[src/rtl/vga_pkg.sv]
// vga_pkg: shared VGA timing sets and axis arithmetic for the raster generator.
package vga_pkg;

  typedef struct packed {
    int unsigned hactive;
    int unsigned hfp;
    int unsigned hsync;
    int unsigned hbp;
    int unsigned vactive;
    int unsigned vfp;
    int unsigned vsync;
    int unsigned vbp;
    logic        hpol;
    logic        vpol;
  } vga_timing_t;

  localparam vga_timing_t VGA_640x480_60 = '{
    hactive: 640, hfp: 16, hsync: 96, hbp: 48,
    vactive: 480, vfp: 10, vsync: 2,  vbp: 33,
    hpol: 1'b0, vpol: 1'b0
  };

  localparam vga_timing_t VGA_800x600_72 = '{
    hactive: 800, hfp: 56, hsync: 120, hbp: 64,
    vactive: 600, vfp: 37, vsync: 6,   vbp: 23,
    hpol: 1'b1, vpol: 1'b1
  };

  function automatic int axis_total(input int active, input int fp, input int sync, input int bp);
    return active + fp + sync + bp;
  endfunction

endpackage

[src/rtl/vga_axis_counter.sv]
// vga_axis_counter: one raster axis; wrapping counter with active and sync decode.
module vga_axis_counter
  import vga_pkg::*;
#(
  parameter int ACTIVE = 640,
  parameter int FP     = 16,
  parameter int SYNC   = 96,
  parameter int BP     = 48,
  parameter int CW     = 11
) (
  input  logic          clk,
  input  logic          rst,
  input  logic          ce,
  output logic [CW-1:0] cnt,
  output logic          wrap,
  output logic          active,
  output logic          sync
);

  localparam int            TOTAL = axis_total(ACTIVE, FP, SYNC, BP);
  localparam logic [CW-1:0] LAST  = CW'(TOTAL - 1);
  localparam logic [CW-1:0] ACT   = CW'(ACTIVE);
  localparam logic [CW-1:0] SS    = CW'(ACTIVE + FP);
  localparam logic [CW-1:0] SE    = CW'(ACTIVE + FP + SYNC - 1);

  assign wrap   = cnt == LAST;
  assign active = cnt < ACT;
  assign sync   = cnt >= SS && cnt <= SE;

  always_ff @(posedge clk)
    if (rst) cnt <= '0;
    else if (ce) cnt <= wrap ? '0 : cnt + CW'(1);

endmodule

[src/rtl/vga_timing_gen.sv]
// vga_timing_gen: parametrised VGA raster timing with a one-pixel registered output stage.
module vga_timing_gen
  import vga_pkg::*;
#(
  parameter int HACTIVE = int'(VGA_640x480_60.hactive),
  parameter int HFP     = int'(VGA_640x480_60.hfp),
  parameter int HSYNC   = int'(VGA_640x480_60.hsync),
  parameter int HBP     = int'(VGA_640x480_60.hbp),
  parameter int VACTIVE = int'(VGA_640x480_60.vactive),
  parameter int VFP     = int'(VGA_640x480_60.vfp),
  parameter int VSYNC   = int'(VGA_640x480_60.vsync),
  parameter int VBP     = int'(VGA_640x480_60.vbp),
  parameter bit HPOL    = VGA_640x480_60.hpol,
  parameter bit VPOL    = VGA_640x480_60.vpol,
  parameter int RW      = 3,
  parameter int GW      = 3,
  parameter int BW      = 2,
  parameter int CW      = 11
) (
  input  logic          clk,
  input  logic          rst,
  input  logic          pix_ce,
  input  logic [RW-1:0] rin,
  input  logic [GW-1:0] gin,
  input  logic [BW-1:0] bin,
  output logic [RW-1:0] rout,
  output logic [GW-1:0] gout,
  output logic [BW-1:0] bout,
  output logic          hs,
  output logic          vs,
  output logic          de,
  output logic [CW-1:0] hc,
  output logic [CW-1:0] vc,
  output logic          frame_start,
  output logic          line_start,
  output logic          vblank
);

  localparam int HTOTAL = axis_total(HACTIVE, HFP, HSYNC, HBP);
  localparam int VTOTAL = axis_total(VACTIVE, VFP, VSYNC, VBP);

  if (CW < 1 || CW > 30 || HTOTAL > (1 << CW) || VTOTAL > (1 << CW) ||
      HACTIVE < 1 || HFP < 1 || HSYNC < 1 || HBP < 1 ||
      VACTIVE < 1 || VFP < 1 || VSYNC < 1 || VBP < 1 ||
      RW < 1 || GW < 1 || BW < 1) begin : g_bad_params
    $error("vga_timing_gen: illegal timing or width parameters");
  end

  logic h_wrap, h_act, h_sync, v_act, v_sync, v_wrap_unused;

  vga_axis_counter #(.ACTIVE(HACTIVE), .FP(HFP), .SYNC(HSYNC), .BP(HBP), .CW(CW)) u_h (
    .clk(clk), .rst(rst), .ce(pix_ce),
    .cnt(hc), .wrap(h_wrap), .active(h_act), .sync(h_sync)
  );

  vga_axis_counter #(.ACTIVE(VACTIVE), .FP(VFP), .SYNC(VSYNC), .BP(VBP), .CW(CW)) u_v (
    .clk(clk), .rst(rst), .ce(pix_ce && h_wrap),
    .cnt(vc), .wrap(v_wrap_unused), .active(v_act), .sync(v_sync)
  );

  logic active;
  assign active = h_act && v_act;

  // Everything on the pins is the decode of the (hc, vc) that was current one pixel ago.
  always_ff @(posedge clk)
    if (rst) begin
      rout        <= '0;
      gout        <= '0;
      bout        <= '0;
      de          <= 1'b0;
      hs          <= ~HPOL;
      vs          <= ~VPOL;
      frame_start <= 1'b0;
      line_start  <= 1'b0;
      vblank      <= 1'b0;
    end else if (pix_ce) begin
      rout        <= active ? rin : '0;
      gout        <= active ? gin : '0;
      bout        <= active ? bin : '0;
      de          <= active;
      hs          <= h_sync ? HPOL : ~HPOL;
      vs          <= v_sync ? VPOL : ~VPOL;
      frame_start <= hc == '0 && vc == '0;
      line_start  <= hc == '0 && v_act;
      vblank      <= ~v_act;
    end

endmodule

[config.mk]
export PLATFORM = sky130hd
export DESIGN_NAME = vga_timing_gen
export DESIGN_NICKNAME = d
export VERILOG_FILES = /design/src/rtl/vga_pkg.sv /design/src/rtl/vga_axis_counter.sv /design/src/rtl/vga_timing_gen.sv
export SDC_FILE = /design/constraint.sdc
export NUM_CORES = 1
export LEC_CHECK = 0
export ABC_AREA = 1
export CAP_MARGIN = 20
export CORE_ASPECT_RATIO = 0.75
export CORE_UTILIZATION = 35
export CTS_CLUSTER_SIZE = 14
export DETAILED_ROUTE_END_ITERATION = 7
export PLACE_DENSITY = 0.71
export SKIP_LAST_GASP = 1
export SYNTH_ARGS = -nofsm -noshare
export SYNTH_HDL_FRONTEND = slang
export SYNTH_SLANG_ARGS = --single-unit
[constraint.sdc]
create_clock -name clk -period 4 [get_ports clk]
set_input_delay 0.4 -clock clk [delete_from_list [all_inputs] [get_ports clk]]
set_output_delay 0.4 -clock clk [all_outputs]
set_load 0.02 [all_outputs]
==> flow_summary.toml, run 1 <==
[status]
status = "finished, final reports clean"

[critical_path]
r2r-start = "u_h.cnt[1]$_SDFFE_PP0P_"
path_delay_family = "buffers and inverters"
path_class = "reg2out"
start_kind = "flip-flop"
crit_path_max_fanout = 8
cp_num_buf_inv = 1
reg2reg_to = "u_v.cnt[6]$_SDFFE_PP0P_"
cp_num_cells = 1
cp.required_ps = 3600
arrival_ps = 1480
slowest_delay_ps = 670
r2r_cells = 8
end_kind = "output pin"
cp_slowest_cell = "clkdlybuf4s50_1"
reg2reg_slack_ps = 2190
cp_cell_sequence = "clkdlybuf4s50_1"

[global_route]
grt_start_max_net_pins = 22
grt_pass1_vias = 1663
grt_overflow_total = 0
antenna_found_initial = 0
grt_pass1_wl_mm = 7.83
grt_usage_pct = 17.7

[routing]
vias_per_cell = 4.73
antenna_left = 0
drt-pass1-iter-count = 4
wl_per_cell_um = 12.0
first_iter_violations = 147
drc = 0
vias = 1867
wirelength_mm = 4.73

[power_and_ir_drop]
clkPwrFrac_pct = 37.8
ir_worst_vdd_mv = 0.157
p_comb_share_pct = 10.8
p_int_uw = 546
pwr-share-seq_pct = 51.4
sw_frac_of_total_pct = 25.4
totalPowerFinal_uw = 732
leakage_nw = 1.05
powerDensity_nw_per_um2 = 288
power_switching_uw = 186

[sta]
finalHoldViolations = 0
setup_viol = 0
setup_tns_ps = 0
fin_crit_ps = 1880
clock_skew_ps = 8.78
fmax_mhz = 531
rsz0062_at_grt = "no"
tightest_slew_ps = 760
fin_crit_sh_pct = 47.1
final_max_slew_viol_count = 0
worst_slack_ps = 2120
max_slew_margin_pct = 49.2

[clock_tree]
cts_max_level = 2
clock-sinks = 36
clkTransAtPathRegs_ps = 80
clkLatencyLatePin_ps = 300
ctsLongestPathBuffers = 2
post-cts-setup-buffers = 0
cts_tree = "yes"
cts_buffers = 5
ctsResizeCount = 0
root_buffer = "clkbuf_8"
cts.hold.buffers_added = 0

[finish]
area_growth_pct = 31.8
fin_nets = 335
area.sequential_um2 = 721
diodes = 0
stdcell_area_um2 = 2540
fin_util_pct = 47.8
n_fill_cell = 525
multi_input_comb_area_um2 = 1050
drive_above_1_share_pct = 11.3

[die]
die_area_um2 = 5820
ioPinCount = 47
num_rows = 23
initial_core_util_pct = 36.3
die_h_um = 66.3
coreArea_um2 = 5320
dieWidth_um = 87.8

[place]
place_congestion = 0.871
dp.final_hpwl_mm = 3.54
dpl_cell_area_um2 = 2450
portBuffers = 46
place_ws_ps = 1800

[synth]
synth_area_leaders = "dfxtp_1, nand2_1, nor2_1"
ys_seq_area_share_pct = 37.3
synthesis.area_um2 = 1930
synthMostInstantiatedCell = "nand2_1"
async_reset_ff_share_pct = 0
synthFlopType = "dfxtp_1"
synth_cells = 271
yosys.area.top_type = "dfxtp_1"
synth.top_cell.area_share_pct = 37.3
synth_nets = 287
synth_cell_types = 29
synth_edf_count = 0
yosysWarningCount = 0
syn_area_per_cell_um2 = 7.12
synth_common_cells = "nand2_1, dfxtp_1, nor2_1"
ys_ff_latch = 36

[hold_path]
worst_hold_startpoint = "gout[1]$_SDFFE_PP0P_"
min_to = "gout[1]$_SDFFE_PP0P_"
holdCritPathClass = "reg2reg"
hold_depth = 2

[flow_run]
max_cap_viol_count = 0
==> layout make-up <==
| type | count | area share, % |
|---|---|---|
| Clock inverter | 1 | 0.295 |
| Multi-Input combinational cell | 199 | 41.3 |
| Inverter | 30 | 4.62 |
| Tap cell | 75 | 3.69 |
| Clock buffer | 7 | 3.39 |
| Timing Repair Buffer | 47 | 18.4 |
| Sequential cell | 36 | 28.3 |
==> cells by family after synthesis <==
group | synth area share, %
flip-flops | 37.3
XOR/XNOR | 0.454
buffers and inverters | 8.23
AO/OA/AOI/OAI | 11.1
adder cells (fa/ha/maj) | 3.24
AND/OR/NAND/NOR | 39.6
==> routing by layer <==
layer / wire (µm) / global-route usage, % / part of all wire (%) / vias up
met5: 0 / 0 / 0 / -
met4: 40 / 7.38 / 0.84 / 0
met3: 332 / 4.49 / 7.0 / 3
met2: 1870 / 24.7 / 39 / 64
met1: 2490 / 25.4 / 53 / 824
li1: - / - / - / 976
==> worst max path at each step <==
stage                             from                 endpoint
2_1_floorplan  u_h.cnt[1]$_SDFFE_PP0P_  u_v.cnt[5]$_SDFFE_PP0P_
3_3_place_gp                       rst  u_v.cnt[9]$_SDFFE_PP0P_
3_5_place_dp                       rst  u_v.cnt[9]$_SDFFE_PP0P_
4_1_cts        u_h.cnt[4]$_SDFFE_PP0P_                    hc[4]
5_1_grt                            rst  u_v.cnt[9]$_SDFFE_PP0P_
6_report       u_h.cnt[4]$_SDFFE_PP0P_                    hc[4]
==> power by group through the flow <==
stage / Sequential, mW / Clock (mW) / Combinational [mW]
after floorplan: 0.395 / 0 / 0.0310
after global placement: 0.384 / 0 / 0.0789
after detailed placement: 0.384 / 0 / 0.0796
after CTS: 0.376 / 0.285 / 0.0799
after global routing: 0.377 / 0.300 / 0.0857
final: 0.376 / 0.277 / 0.0791
==> state kept, by name, summed over array words and instances (netlist names) <==
name / cells
frame_start: 1
hs: 1
bout: 2
u_v.cnt: 11
gout: 3
line_start: 1
rout: 3
u_h.cnt: 11
vs: 1
vblank: 1
de: 1
==> layout by cell type, fill, tap and decap left out, drive strengths merged <==
| cell type | synthesis | final |
|---|---|---|
| inv | 30 | 30 |
| a21oi | 27 | 27 |
| clkbuf | 4 | 7 |
| buf | 2 | 1 |
| nor3 | 12 | 12 |
| dfxtp | 36 | 36 |
| o22ai | 1 | 1 |
| o21ai | 8 | 8 |
| ha | 5 | 5 |
| clkinvlp | 0 | 1 |
| o211a | 1 | 1 |
| clkdlybuf4s50 | 0 | 46 |
| nand4 | 6 | 6 |
| nand2 | 69 | 69 |
| nand3 | 26 | 26 |
| or2 | 1 | 1 |
| o2111ai | 1 | 1 |
| xor2 | 1 | 1 |
| nand3b | 1 | 1 |
| nor2 | 40 | 40 |
==> per-stage QoR <==
stage          std cells  hold slack, ps
2_1_floorplan        271             540
3_3_place_gp         387             451
3_5_place_dp         387             460
4_1_cts              395             471
5_1_grt              395             492
6_report             395             469
No activity file was read; power rests on OpenSTA's default activity.
==> run 2: changes to the inputs <==
- PLACE_DENSITY: 0.71 -> 0.73
- clock period: 4 -> 1.56 ns (I/O delays scaled with it)
==> run 2 against run 1 <==
Final cell count is 3.0% higher. Highest routed layer unchanged. Via count is 5.0% higher. Hold slack worse by 28 ps. Clock skew is 3.2 ps lower. Critical endpoint is now hc[2].
==> flow_summary.toml, run 2 (synthesized netlist as in run 1, its figures left out) <==
[die]
die_h_um = 66.3
coreArea_um2 = 5320
initial_core_util_pct = 36.3
die_area_um2 = 5820
ioPinCount = 47
dieWidth_um = 87.8
num_rows = 23

[finish]
n_fill_cell = 520
final_cell_mix = "nand2_1, clkdlybuf4s50_1, nor2_1"
layout_commonest_cell = "nand2_1"
area_growth_pct = 40.2
diodes = 0
reg_top3 = "u_h.cnt: 11 flops, u_v.cnt: 11 flops"
fin_nets = 348
stdcell_area_um2 = 2710
drive_above_1_share_pct = 17.2

[critical_path]
cp.required_ps = 1400
critPathLaunch = "u_h.cnt[2]$_SDFFE_PP0P_"
cp_cell_sequence = "clkdlybuf4s50_1"
end_kind = "output pin"
cp_slowest_cell = "clkdlybuf4s50_1"
r2r_cells = 10
reg2reg_to = "u_v.cnt[6]$_SDFFE_PP0P_"
start_kind = "flip-flop"
arrival_ps = 1370
worstSetupEndpoint = "hc[2]"
r2r-start = "u_h.cnt[1]$_SDFFE_PP0P_"
reg2reg_slack_ps = 100
cp_num_buf_inv = 1
slowest_delay_ps = 640
path_class = "reg2out"
path_delay_family = "buffers and inverters"
crit_path_max_fanout = 5
cp_num_cells = 1

[hold_path]
worst_hold_startpoint = "gin[1]"
holdCritPathClass = "in2reg"

[sta]
max_slew_margin_pct = 70.0
final_max_slew_viol_count = 0
hold_ws_ps = 441
rsz0062_at_grt = "yes"
fin_crit_sh_pct = 97.8
fin_crit_ps = 1530
finalHoldViolations = 0
setup_tns_ps = 0
worst_slack_ps = 33.9
clock_skew_ps = 5.53
setup_viol = 0
tightest_slew_ps = 445
fmax_mhz = 655

[routing]
drc = 0
drt-pass1-iter-count = 5
vias_per_cell = 4.82
antenna_left = 0
vias = 1961
wirelength_mm = 4.87
wl_per_cell_um = 12.0
first_iter_violations = 135

[clock_tree]
ctsLongestPathBuffers = 2
cts_buffers = 5
cts_tree = "yes"
clock-sinks = 36
root_buffer = "clkbuf_8"
post-cts-setup-buffers = 0
cts.hold.buffers_added = 0
cts_max_level = 2
clkTransAtPathRegs_ps = 70
clkLatencyLatePin_ps = 280

[power_and_ir_drop]
totalPowerFinal_mw = 1.88
leakage_nw = 1.25
ir_worst_vdd_mv = 0.401
powerDensity_nw_per_um2 = 696

[flow_run]
max_cap_viol_count = 0

[place]
place_congestion = 0.914
place_ws_ps = -69.7
portBuffers = 46
dp.final_hpwl_mm = 3.77
dpl_cell_area_um2 = 2560

[global_route]
antenna_found_initial = 0
grt_start_max_net_pins = 21
grt_overflow_total = 0
grt_usage_pct = 17.9
grt_pass1_wl_mm = 8.01
grt_pass1_vias = 1735

[status]
status = "finished, final reports clean"
[run 2: cell count changes in the layout (fill, tap and decap cells not counted), sizes merged]
cell,delta
dlymetal6s2s,+5
clkinvlp,-1
dlygate4sd2,+3
buf,+13
clkdlybuf4s50,-8
[run 2: report_power, final]
group / switching, mW / internal (mW) / total (mW)
clock: 0.310 / 0.393 / 0.703
combinational: 0.112 / 0.106 / 0.217
sequential: 0.0185 / 0.945 / 0.964
total: 0.440 / 1.44 / 1.88
[run 2: worst min path at each step]
stage	endpoint	slack, ps	cells past startpoint
CTS	gout[1]$_SDFFE_PP0P_	440	3
global placement	rout[0]$_SDFFE_PP0P_	450	2
global route	rout[1]$_SDFFE_PP0P_	450	3
detailed placement	rout[2]$_SDFFE_PP0P_	460	2
floorplan	bout[0]$_SDFFE_PP0P_	320	2
finish	gout[1]$_SDFFE_PP0P_	440	3
[run 2: layer usage]
layer,wire [µm],vias to the layer above,GRT usage (%)
met4,32,0,4.92
met3,421,5,5.12
met5,0,-,0
met1,2420,865,25.6
met2,2000,84,25.6
li1,-,1007,-
[run 2: repair_timing]
action / CTS / global route
setup endpoints to repair: 4 / 18
endpoints found under the hold margin: 0 / 0
gates resized for setup: 4 / 15
pin swaps: 0 / 3
[run 2: stage by stage]
step	util, %	cells
global placement	48.2	400
CTS	49.9	407
global route	50.9	407
floorplan	-	271
detailed placement	48.2	400
finish	50.9	407
[run 2: area by class of cell]
type | count | area (µm²) | area share, %
clock buffer | 7 | 96.3 | 3.56
inverter | 30 | 118 | 4.34
multi-input combinational | 199 | 1080 | 39.9
sequential | 36 | 732 | 27.0
tap | 75 | 93.8 | 3.47
timing repair buffer | 60 | 587 | 21.7
==> run 3: changes to the inputs <==
- CELL_PAD_IN_SITES_DETAIL_PLACEMENT: unset -> 0
- CELL_PAD_IN_SITES_GLOBAL_PLACEMENT: unset -> 2
- CORE_ASPECT_RATIO: 0.75 -> 1.5
- CORE_UTILIZATION: 35 -> 24
- PLACE_DENSITY: 0.73 -> 0.86
- RECOVER_POWER: unset -> 50
==> run 3 against run 2 <==
Routed wire length increased by 13%. Critical endpoint is now hc[1]. Count of clock-buffer cells in the layout decreased by 2. Die area increased by 45%. Largest cell class unchanged.
==> flow_summary.toml, run 3 (synthesized netlist as in run 1, its figures left out) <==
[status]
status = "finished, final reports clean"

[place]
place_congestion = 0.823
dp.final_hpwl_mm = 4.19
dpl_cell_area_um2 = 2600
portBuffers = 46
place_ws_ps = -169

[power_and_ir_drop]
leakage_nw = 1.18
powerDensity_nw_per_um2 = 801
ir_worst_vdd_mv = 0.361

[hold_path]
hold_depth = 3
worst_hold_startpoint = "gin[0]"
holdCritPathClass = "in2reg"
min_to = "gout[0]$_SDFFE_PP0P_"

[critical_path]
slowest_delay_ps = 610
cp.required_ps = 1400
reg2reg_slack_ps = 110
reg2reg_to = "u_v.cnt[9]$_SDFFE_PP0P_"
start_kind = "flip-flop"
r2r-start = "u_h.cnt[0]$_SDFFE_PP0P_"
crit_path_max_fanout = 4
path_class = "reg2out"
cp_cell_sequence = "buf_4 -> clkdlybuf4s50_1"
r2r_cells = 10
end_kind = "output pin"
cp_slowest_cell = "clkdlybuf4s50_1"
arrival_ps = 1380

[finish]
area_growth_pct = 41.9
fin_nets = 352
fin_util_pct = 35.5
layout_commonest_cell = "nand2_1"
n_fill_cell = 853
reg_top3 = "u_h.cnt: 11 flops, u_v.cnt: 11 flops"
stdcell_area_um2 = 2740
drive_above_1_share_pct = 16.9
final_cell_mix = "nand2_1, dfxtp_1, nor2_1"
diodes = 0

[routing]
antenna_left = 0
wl_per_cell_um = 12.5
drt-pass1-iter-count = 4
vias = 1950
vias_per_cell = 4.44
drc = 0
first_iter_violations = 51
wirelength_mm = 5.50

[sta]
max_slew_margin_pct = 75.8
hold_ws_ps = 450
fin_crit_ps = 1540
finalHoldViolations = 0
fin_crit_sh_pct = 98.6
setup_viol = 0
tightest_slew_ps = 361
fmax_mhz = 650
worst_slack_ps = 22.2
setup_tns_ps = 0
final_max_slew_viol_count = 0
clock_skew_ps = 5.86
rsz0062_at_grt = "yes"

[clock_tree]
clock-sinks = 36
clkTransAtPathRegs_ps = 60
ctsLongestPathBuffers = 2
clkLatencyLatePin_ps = 280
cts_tree = "yes"
cts_max_level = 2
root_buffer = "clkbuf_16"
cts_buffers = 5

[global_route]
antenna_found_initial = 0
grt_pass1_wl_mm = 9.16
grt_overflow_total = 0
grt_start_max_net_pins = 21
grt_pass1_vias = 1946
grt_usage_pct = 14.2

[die]
ioPinCount = 47
dieWidth_um = 75.2
num_rows = 39
die_area_um2 = 8410
die_h_um = 112
coreArea_um2 = 7710
initial_core_util_pct = 25.0

[flow_run]
max_cap_viol_count = 0
[run 3: cell count changes in the layout (fill, tap and decap cells not counted), sizes merged]
cell,change
clkbuf,+6
clkinvlp,+2
clkinv,+1
dlygate4sd3,+8
clkdlybuf4s50,-8
dlymetal6s2s,-5
buf,+1
[run 3: where the power goes]
part	leakage, nW	internal (mW)	switching, mW
Combinational	0.825	0.0996	0.114
Sequential	0.294	0.947	0.0180
Clock	0.0660	0.594	0.423
Total	1.18	1.64	0.555
[run 3: through the flow]
stage          power [mW]  std cells
4_1_cts              2.23        437
5_1_grt              2.29        439
3_5_place_dp         1.20        429
6_report             2.20        439
2_1_floorplan        1.09        271
3_3_place_gp         1.20        429
[run 3: worst max path at each step]
stage | start | to | slack, ps | depth (start not counted)
floorplan | u_v.cnt[1]$_SDFFE_PP0P_ | u_v.cnt[8]$_SDFFE_PP0P_ | 50 | 6
global placement | pix_ce | u_v.cnt[2]$_SDFFE_PP0P_ | -140 | 8
detailed placement | pix_ce | u_v.cnt[9]$_SDFFE_PP0P_ | -170 | 9
CTS | u_v.cnt[1]$_SDFFE_PP0P_ | vc[1] | 3 | 2
global route | u_h.cnt[2]$_SDFFE_PP0P_ | hc[2] | -20 | 1
finish | u_h.cnt[1]$_SDFFE_PP0P_ | hc[1] | 20 | 2
[run 3: area by class of cell]
| type | count | area (µm²) | area share, % |
|---|---|---|---|
| Inverter | 30 | 118 | 4.29 |
| Multi-Input combinational cell | 199 | 1070 | 39.1 |
| Clock inverter | 3 | 23.8 | 0.868 |
| Tap cell | 102 | 128 | 4.66 |
| Clock buffer | 5 | 125 | 4.57 |
| Timing Repair Buffer | 64 | 552 | 20.1 |
| Sequential cell | 36 | 723 | 26.4 |
[run 3: repair_timing]
action / in CTS / in global routing
gates cloned: 0 / 0
resized for setup: 3 / 9
endpoints found under the setup margin: 3 / 22
hold buffers: 0 / 0
buffers inserted: 0 / 2
pin swaps: 0 / 3
[run 3: worst max-delay path: cells and delay by family (launching register included)]
kind	cells	cell delay, ps
buffers and inverters	2	740
DFF	1	350
[run 3: layer usage]
metal,global-route usage [%],up-vias,routed length [µm],share of wire [%]
li1,-,1009,-,-
met1,16.4,899,2350,43
met2,25.2,34,2890,52
met3,2.17,8,155,2.8
met4,5.56,0,102,1.9
met5,0,-,0,0
